[config.mk]
export PLATFORM = sky130hd
export DESIGN_NAME = fdiv_iter
export DESIGN_NICKNAME = d
export VERILOG_FILES = /design/src/rtl/fpu_div_pkg.sv /design/src/rtl/fdiv_iter_div_step.sv /design/src/rtl/fdiv_iter.sv
export SDC_FILE = /design/constraint.sdc
export NUM_CORES = 1
export LEC_CHECK = 0
export CORE_MARGIN = 5
export CORE_UTILIZATION = 51
export DETAILED_ROUTE_END_ITERATION = 7
export PLACE_DENSITY_LB_ADDON = 0.1
export SLEW_MARGIN = 10
export SYNTH_ARGS = -nofsm -noshare
export SYNTH_HDL_FRONTEND = slang
export SYNTH_SLANG_ARGS = --single-unit
[constraint.sdc]
create_clock -name clk -period 4.45 [get_ports clk]
set_clock_uncertainty 0.1 [all_clocks]
set_input_delay 1.335 -clock clk [delete_from_list [all_inputs] [get_ports clk]]
set_output_delay 1.335 -clock clk [all_outputs]
set_load 0.005 [all_outputs]
[src/rtl/fpu_div_pkg.sv]
// Shared types and constants for the iterative FPU significand divider.
// Holds the state encoding, flag/class bit positions and special-case flag logic.
package fpu_div_pkg;

    typedef enum logic [1:0] {
        IDLE,
        DIV,
        DONE
    } state_t;

    localparam int FLR_ZERO = 57;
    localparam int FLR_NAN  = 56;
    localparam int FLR_INF  = 55;
    localparam int FLR_INV  = 54;
    localparam int FLR_DBZ  = 53;

    localparam int CLS_ZERO = 3;
    localparam int CLS_INF  = 2;
    localparam int CLS_NAN  = 1;
    localparam int CLS_SNAN = 0;

    localparam logic [52:0] DEFAULT_QNAN = {1'b0, 1'b1, 51'b0};

    localparam int DB_ITERS = 56;
    localparam int SP_ITERS = 26;
    localparam int CNT_W    = 6;

    // First matching rule wins; a signalling NaN counts as a NaN operand.
    function automatic logic [57:0] special_flags(
        input logic [3:0]  ca,
        input logic [3:0]  cb,
        input logic [50:0] pa,
        input logic [50:0] pb
    );
        logic       a_nan;
        logic       b_nan;
        logic [57:0] f;
        a_nan = ca[CLS_NAN] | ca[CLS_SNAN];
        b_nan = cb[CLS_NAN] | cb[CLS_SNAN];
        f = '0;
        if (a_nan | b_nan) begin
            f[FLR_NAN] = 1'b1;
            f[FLR_INV] = ca[CLS_SNAN] | cb[CLS_SNAN];
            f[52:0]    = {2'b01, (a_nan ? pa : pb)};
        end else if ((ca[CLS_ZERO] & cb[CLS_ZERO]) | (ca[CLS_INF] & cb[CLS_INF])) begin
            f[FLR_NAN] = 1'b1;
            f[FLR_INV] = 1'b1;
            f[52:0]    = DEFAULT_QNAN;
        end else if (ca[CLS_INF]) begin
            f[FLR_INF] = 1'b1;
        end else if (cb[CLS_ZERO]) begin
            f[FLR_DBZ] = 1'b1;
            f[FLR_INF] = 1'b1;
        end else if (ca[CLS_ZERO] | cb[CLS_INF]) begin
            f[FLR_ZERO] = 1'b1;
        end
        return f;
    endfunction

endpackage

[src/rtl/fdiv_iter_div_step.sv]
// One combinational restoring-division iteration: compare, conditionally subtract, shift.
module div_step (
    input  logic [53:0] rem,
    input  logic [53:0] div,
    output logic        qbit,
    output logic [53:0] rem_next
);

    logic [53:0] diff;

    // The partial remainder stays below 2*div, so the left shift never drops a set bit.
    assign diff     = rem - div;
    assign qbit     = (rem >= div);
    assign rem_next = (qbit ? diff : rem) << 1;

endmodule

[src/rtl/fdiv_iter.sv]
// Iterative restoring significand divider feeding the FPU rounder.
// One quotient bit per cycle in DIV; specials bypass straight to DONE.
module fdiv_iter
    import fpu_div_pkg::*;
(
    input  logic        clk,
    input  logic        rst,
    input  logic        in_valid,
    output logic        in_ready,
    input  logic        db_in,
    input  logic [1:0]  rm_in,
    input  logic        sa,
    input  logic        sb,
    input  logic [12:0] ea,
    input  logic [12:0] eb,
    input  logic [52:0] fa,
    input  logic [52:0] fb,
    input  logic [3:0]  cls_a,
    input  logic [3:0]  cls_b,
    input  logic [51:0] nan_a,
    input  logic [51:0] nan_b,
    output logic        out_valid,
    input  logic        out_ready,
    output logic        s,
    output logic [12:0] er,
    output logic [56:0] fr,
    output logic [57:0] flr,
    output logic        db,
    output logic [1:0]  RM
);

    state_t           state;
    state_t           state_next;
    logic [53:0]      rem;
    logic [53:0]      dvs;
    logic [53:0]      rem_step;
    logic [55:0]      q;
    logic [55:0]      q_step;
    logic [CNT_W-1:0] cnt;
    logic             qbit;
    logic             special;
    logic             unused_payload;

    assign special = (|cls_a) | (|cls_b);
    assign q_step  = {q[54:0], qbit};

    // Payload bit 51 is overwritten by the quiet bit in the NaN result.
    assign unused_payload = nan_a[51] ^ nan_b[51];

    div_step u_step (
        .rem      (rem),
        .div      (dvs),
        .qbit     (qbit),
        .rem_next (rem_step)
    );

    always_ff @(posedge clk) begin
        if (rst) begin
            state <= IDLE;
        end else begin
            state <= state_next;
        end
    end

    always_comb begin
        state_next = state;
        in_ready   = 1'b0;
        out_valid  = 1'b0;
        case (state)
            IDLE: begin
                in_ready = 1'b1;
                if (in_valid) begin
                    state_next = special ? DONE : DIV;
                end
            end
            DIV: begin
                if (cnt == CNT_W'(1)) begin
                    state_next = DONE;
                end
            end
            DONE: begin
                out_valid = 1'b1;
                if (out_ready) begin
                    state_next = IDLE;
                end
            end
            default: state_next = IDLE;
        endcase
    end

    // The last step writes the result straight from the step outputs, so DONE sees it at once.
    always_ff @(posedge clk) begin
        if (rst) begin
            s   <= 1'b0;
            er  <= '0;
            fr  <= '0;
            flr <= '0;
            db  <= 1'b0;
            RM  <= '0;
            rem <= '0;
            dvs <= '0;
            q   <= '0;
            cnt <= '0;
        end else begin
            case (state)
                IDLE: begin
                    if (in_valid) begin
                        s  <= sa ^ sb;
                        db <= db_in;
                        RM <= rm_in;
                        if (special) begin
                            er  <= '0;
                            fr  <= '0;
                            flr <= special_flags(cls_a, cls_b, nan_a[50:0], nan_b[50:0]);
                        end else begin
                            er  <= ea - eb;
                            rem <= {1'b0, fa};
                            dvs <= {1'b0, fb};
                            q   <= '0;
                            cnt <= db_in ? CNT_W'(DB_ITERS) : CNT_W'(SP_ITERS);
                        end
                    end
                end
                DIV: begin
                    rem <= rem_step;
                    q   <= q_step;
                    cnt <= cnt - CNT_W'(1);
                    if (cnt == CNT_W'(1)) begin
                        flr <= '0;
                        if (db) begin
                            fr <= {q_step, |rem_step};
                        end else begin
                            fr <= {q_step[25:0], 30'b0, |rem_step};
                        end
                    end
                end
                default: ;
            endcase
        end
    end

endmodule

==> flow_summary.json <==
{
  "ir_worst_vdd_mv": 0.307,
  "hold_class": "flop to flop",
  "synth-simple-area-share": 0.247,
  "cp.arrival_ns": 4.50,
  "syn_avg_cell_area_um2": 7.38,
  "crit_type": "flop to flop",
  "reg2reg_from": "rem[0]",
  "root_buffer": "clkbuf_16",
  "port-buffer-count": 383,
  "synthArstFlopShare": 0,
  "ys_warn_count": 0,
  "drv_cap": 0,
  "synth_fa_ha_area_frac": 0.0512,
  "core_um2": 33400,
  "synth_xor_area_frac": 0.0219,
  "synthMuxAreaShare": 0.0473,
  "cts_tree": "yes",
  "final_nets": 2965,
  "clock_latency_ns": 0.59,
  "setup_viol": 0,
  "rr_endpoint": "fr[0]",
  "cts_buffer_depth": 3,
  "power_leakage_nw": 8.82,
  "antenna_found_initial": 11,
  "crit_chain": "inv_1 -> ha_1 -> inv_1 -> fa_1 -> a21o_1 -> a221o_2 -> a211oi_2 -> a211oi_2 -> buf_4 -> a2111oi_2 -> xor2_1 -> nand4_1 -> o21ai_0 -> o211ai_1 -> nor4_2 -> a31oi_1",
  "layout_common_cells": "nand2_1 (399), clkdlybuf4s50_1 (382), dfxtp_1 (300)",
  "synthDistinctLibCells": 79,
  "crit_slowest_cell": "a2111oi_2",
  "ys_seq_area_frac": 0.350,
  "syn_to_final_growth_pct": 33.1,
  "clock.fmax_mhz": 241,
  "grt_overflow": 0,
  "syn_area_um2": 17200,
  "max_slew_margin": 0.282,
  "drt_iter0_drc": 1399,
  "vias": 18287,
  "htreeDepth": 1,
  "fillers": 2848,
  "layout_commonest_cell": "nand2_1",
  "reg2reg_depth": 16,
  "synth_edf_count": 0,
  "setup-tns-final_ns": 0,
  "synthesis.nets": 2646,
  "finalCritPeriodShare": 0.933,
  "synth_seq_cells": 300,
  "grt_first_pass_wirelength_mm": 97.2,
  "rsz0062_at_grt": "false",
  "die_y_um": 193,
  "grt_pass1_vias": 17704,
  "firstDrtPassIters": 8,
  "synth_top_family_by_area": "simple AND/OR/NAND/NOR gates",
  "grt_usage": 0.311,
  "status": "finished clean",
  "drive_above_1_share": 0.0641,
  "drv_slew": 0,
  "start_kind": "flop",
  "row_count": 67,
  "cp_max_fo": 5,
  "clkTransAtPathRegs_ns": 0.07,
  "start_util": 0.514,
  "holdBufCountCts": 0,
  "cts_made_buffers": 31,
  "slowest_delay_ns": 0.47,
  "fin_crit_ns": 4.15,
  "reg2reg_slack_ns": 0.30,
  "io_pins": 387,
  "antenna_left": 0,
  "endpoint_kind": "flop",
  "critPathLaunch": "rem[0]",
  "dieWidth_um": 193,
  "drc": 0,
  "synth-main-ff-cell": "dfxtp_1",
  "die_area_um2": 37400,
  "synth_compound_area_frac": 0.222,
  "vias_per_cell": 5.85,
  "total_power_w": 0.00649,
  "required_ns": 4.80,
  "cp-endpoint": "fr[0]",
  "place.gp.congestion": 0.923,
  "hold_viol": 0,
  "grt_max_degree": 135,
  "synth_cells": 2324,
  "finalWirelength_mm": 61.6,
  "powerDensity_nw_per_um2": 284,
  "clock_sinks": 300,
  "avgRoutedWirePerCell_um": 19.7,
  "worst_pin_slew_ns": 1.07,
  "dp_hpwl_mm": 46.3
}
how the worst min path moves through the flow:
stage,from,depth (start not counted),to
final,er[10],2,er[10]
after floorplan,dvs[10],2,dvs[10]
after detailed placement,er[10],2,er[10]
after CTS,er[10],2,er[10]
after global routing,dvs[34],2,dvs[34]
after global placement,er[1],2,er[1]
critical path: cells and delay by family, from the launching register on:
kind / cells / cell delay [ns]
buffers and inverters: 3 / 0.30
adder cells (fa/ha/maj): 2 / 0.58
AND/OR/NAND/NOR: 2 / 0.41
AO/OA/AOI/OAI: 8 / 1.98
XOR/XNOR: 1 / 0.33
flip-flops: 1 / 0.32
Yosys cell counts (6+ instances only):
cell / count / area share
nor3_1: 83 / 0.024
mux2i_1: 80 / 0.047
o21bai_1: 8 / 0.0035
buf_2: 10 / 0.0029
xnor2_1: 26 / 0.013
nand3_1: 77 / 0.022
o21a_1: 11 / 0.0048
a21o_1: 23 / 0.010
nand4_1: 33 / 0.012
inv_1: 92 / 0.020
nor4_1: 16 / 0.0058
nand2_1: 401 / 0.088
and2_1: 16 / 0.0058
o211ai_1: 18 / 0.0079
or3_1: 11 / 0.0040
dfxtp_1: 300 / 0.35
or4_1: 7 / 0.0031
and3_1: 24 / 0.0087
ha_1: 67 / 0.049
xor2_1: 17 / 0.0087
a21oi_1: 291 / 0.085
or2_2: 7 / 0.0026
nor2b_1: 6 / 0.0022
nor2_1: 252 / 0.055
buf_1: 16 / 0.0035
a31oi_1: 8 / 0.0029
a21boi_0: 7 / 0.0031
o21ai_0: 54 / 0.016
a221oi_1: 7 / 0.0036
a211oi_1: 37 / 0.016
a311oi_1: 48 / 0.024
clkbuf_1: 145 / 0.032
a22oi_1: 38 / 0.017
final cells by class:
cell class / count / area, µm² / area share
multi-input combinational: 1756 / 10200 / 0.448
sequential: 300 / 6010 / 0.263
timing repair buffer: 461 / 4550 / 0.199
clock buffer: 38 / 862 / 0.0377
tap: 448 / 561 / 0.0245
inverter: 93 / 349 / 0.0153
clock inverter: 19 / 249 / 0.0109
antenna: 11 / 27.5 / 0.00120
cells by family (layout without fill, tap and decap cells):
logic type | Yosys count | after routing
adder cells (fa/ha/maj) | 69 | 69
flip-flops | 300 | 300
other | 1 | 12
AND/OR/NAND/NOR | 960 | 960
multiplexers | 81 | 81
XOR/XNOR | 43 | 43
AO/OA/AOI/OAI | 602 | 602
buffers and inverters | 268 | 611
per-stage QoR:
step	instance area [µm²]	hold WS [ns]	std cells	util	worst slack, ns
2_1_floorplan	17200	0.336	2324	-	0.744
3_3_place_gp	21600	0.340	3056	0.649	0.121
3_5_place_dp	21600	0.348	3056	0.649	0.0629
4_1_cts	22800	0.355	3113	0.682	0.0272
5_1_grt	22800	0.378	3126	0.685	0.0271
6_report	22800	0.352	3126	0.685	0.299
per-layer routing:
metal | global-route usage | vias to the layer above | part of all wire
met5 | 0 | - | 0
met4 | 0.117 | 0 | 0.037
met3 | 0.0405 | 128 | 0.060
met2 | 0.541 | 695 | 0.49
li1 | - | 8846 | -
met1 | 0.395 | 8618 | 0.41
power breakdown:
part | internal, W | switching (W) | leakage, nW
Clock | 0.00167 | 0.00114 | 0.538
Sequential | 0.00272 | 0.0000225 | 2.42
Combinational | 0.000489 | 0.000448 | 5.85
state kept, by name (all words and copies together) (netlist names), 6 cells and up:
register / cells
cnt: 6
flr: 56
rem: 54
dvs: 53
q: 55
er: 13
fr: 57
timing repair:
action / in CTS / in global routing
resized for setup: 0 / 8
hold endpoints to repair: 0 / 0
setup buffers: 0 / 2
setup endpoints to repair: 0 / 2
No activity file was read; power rests on OpenSTA's default activity.
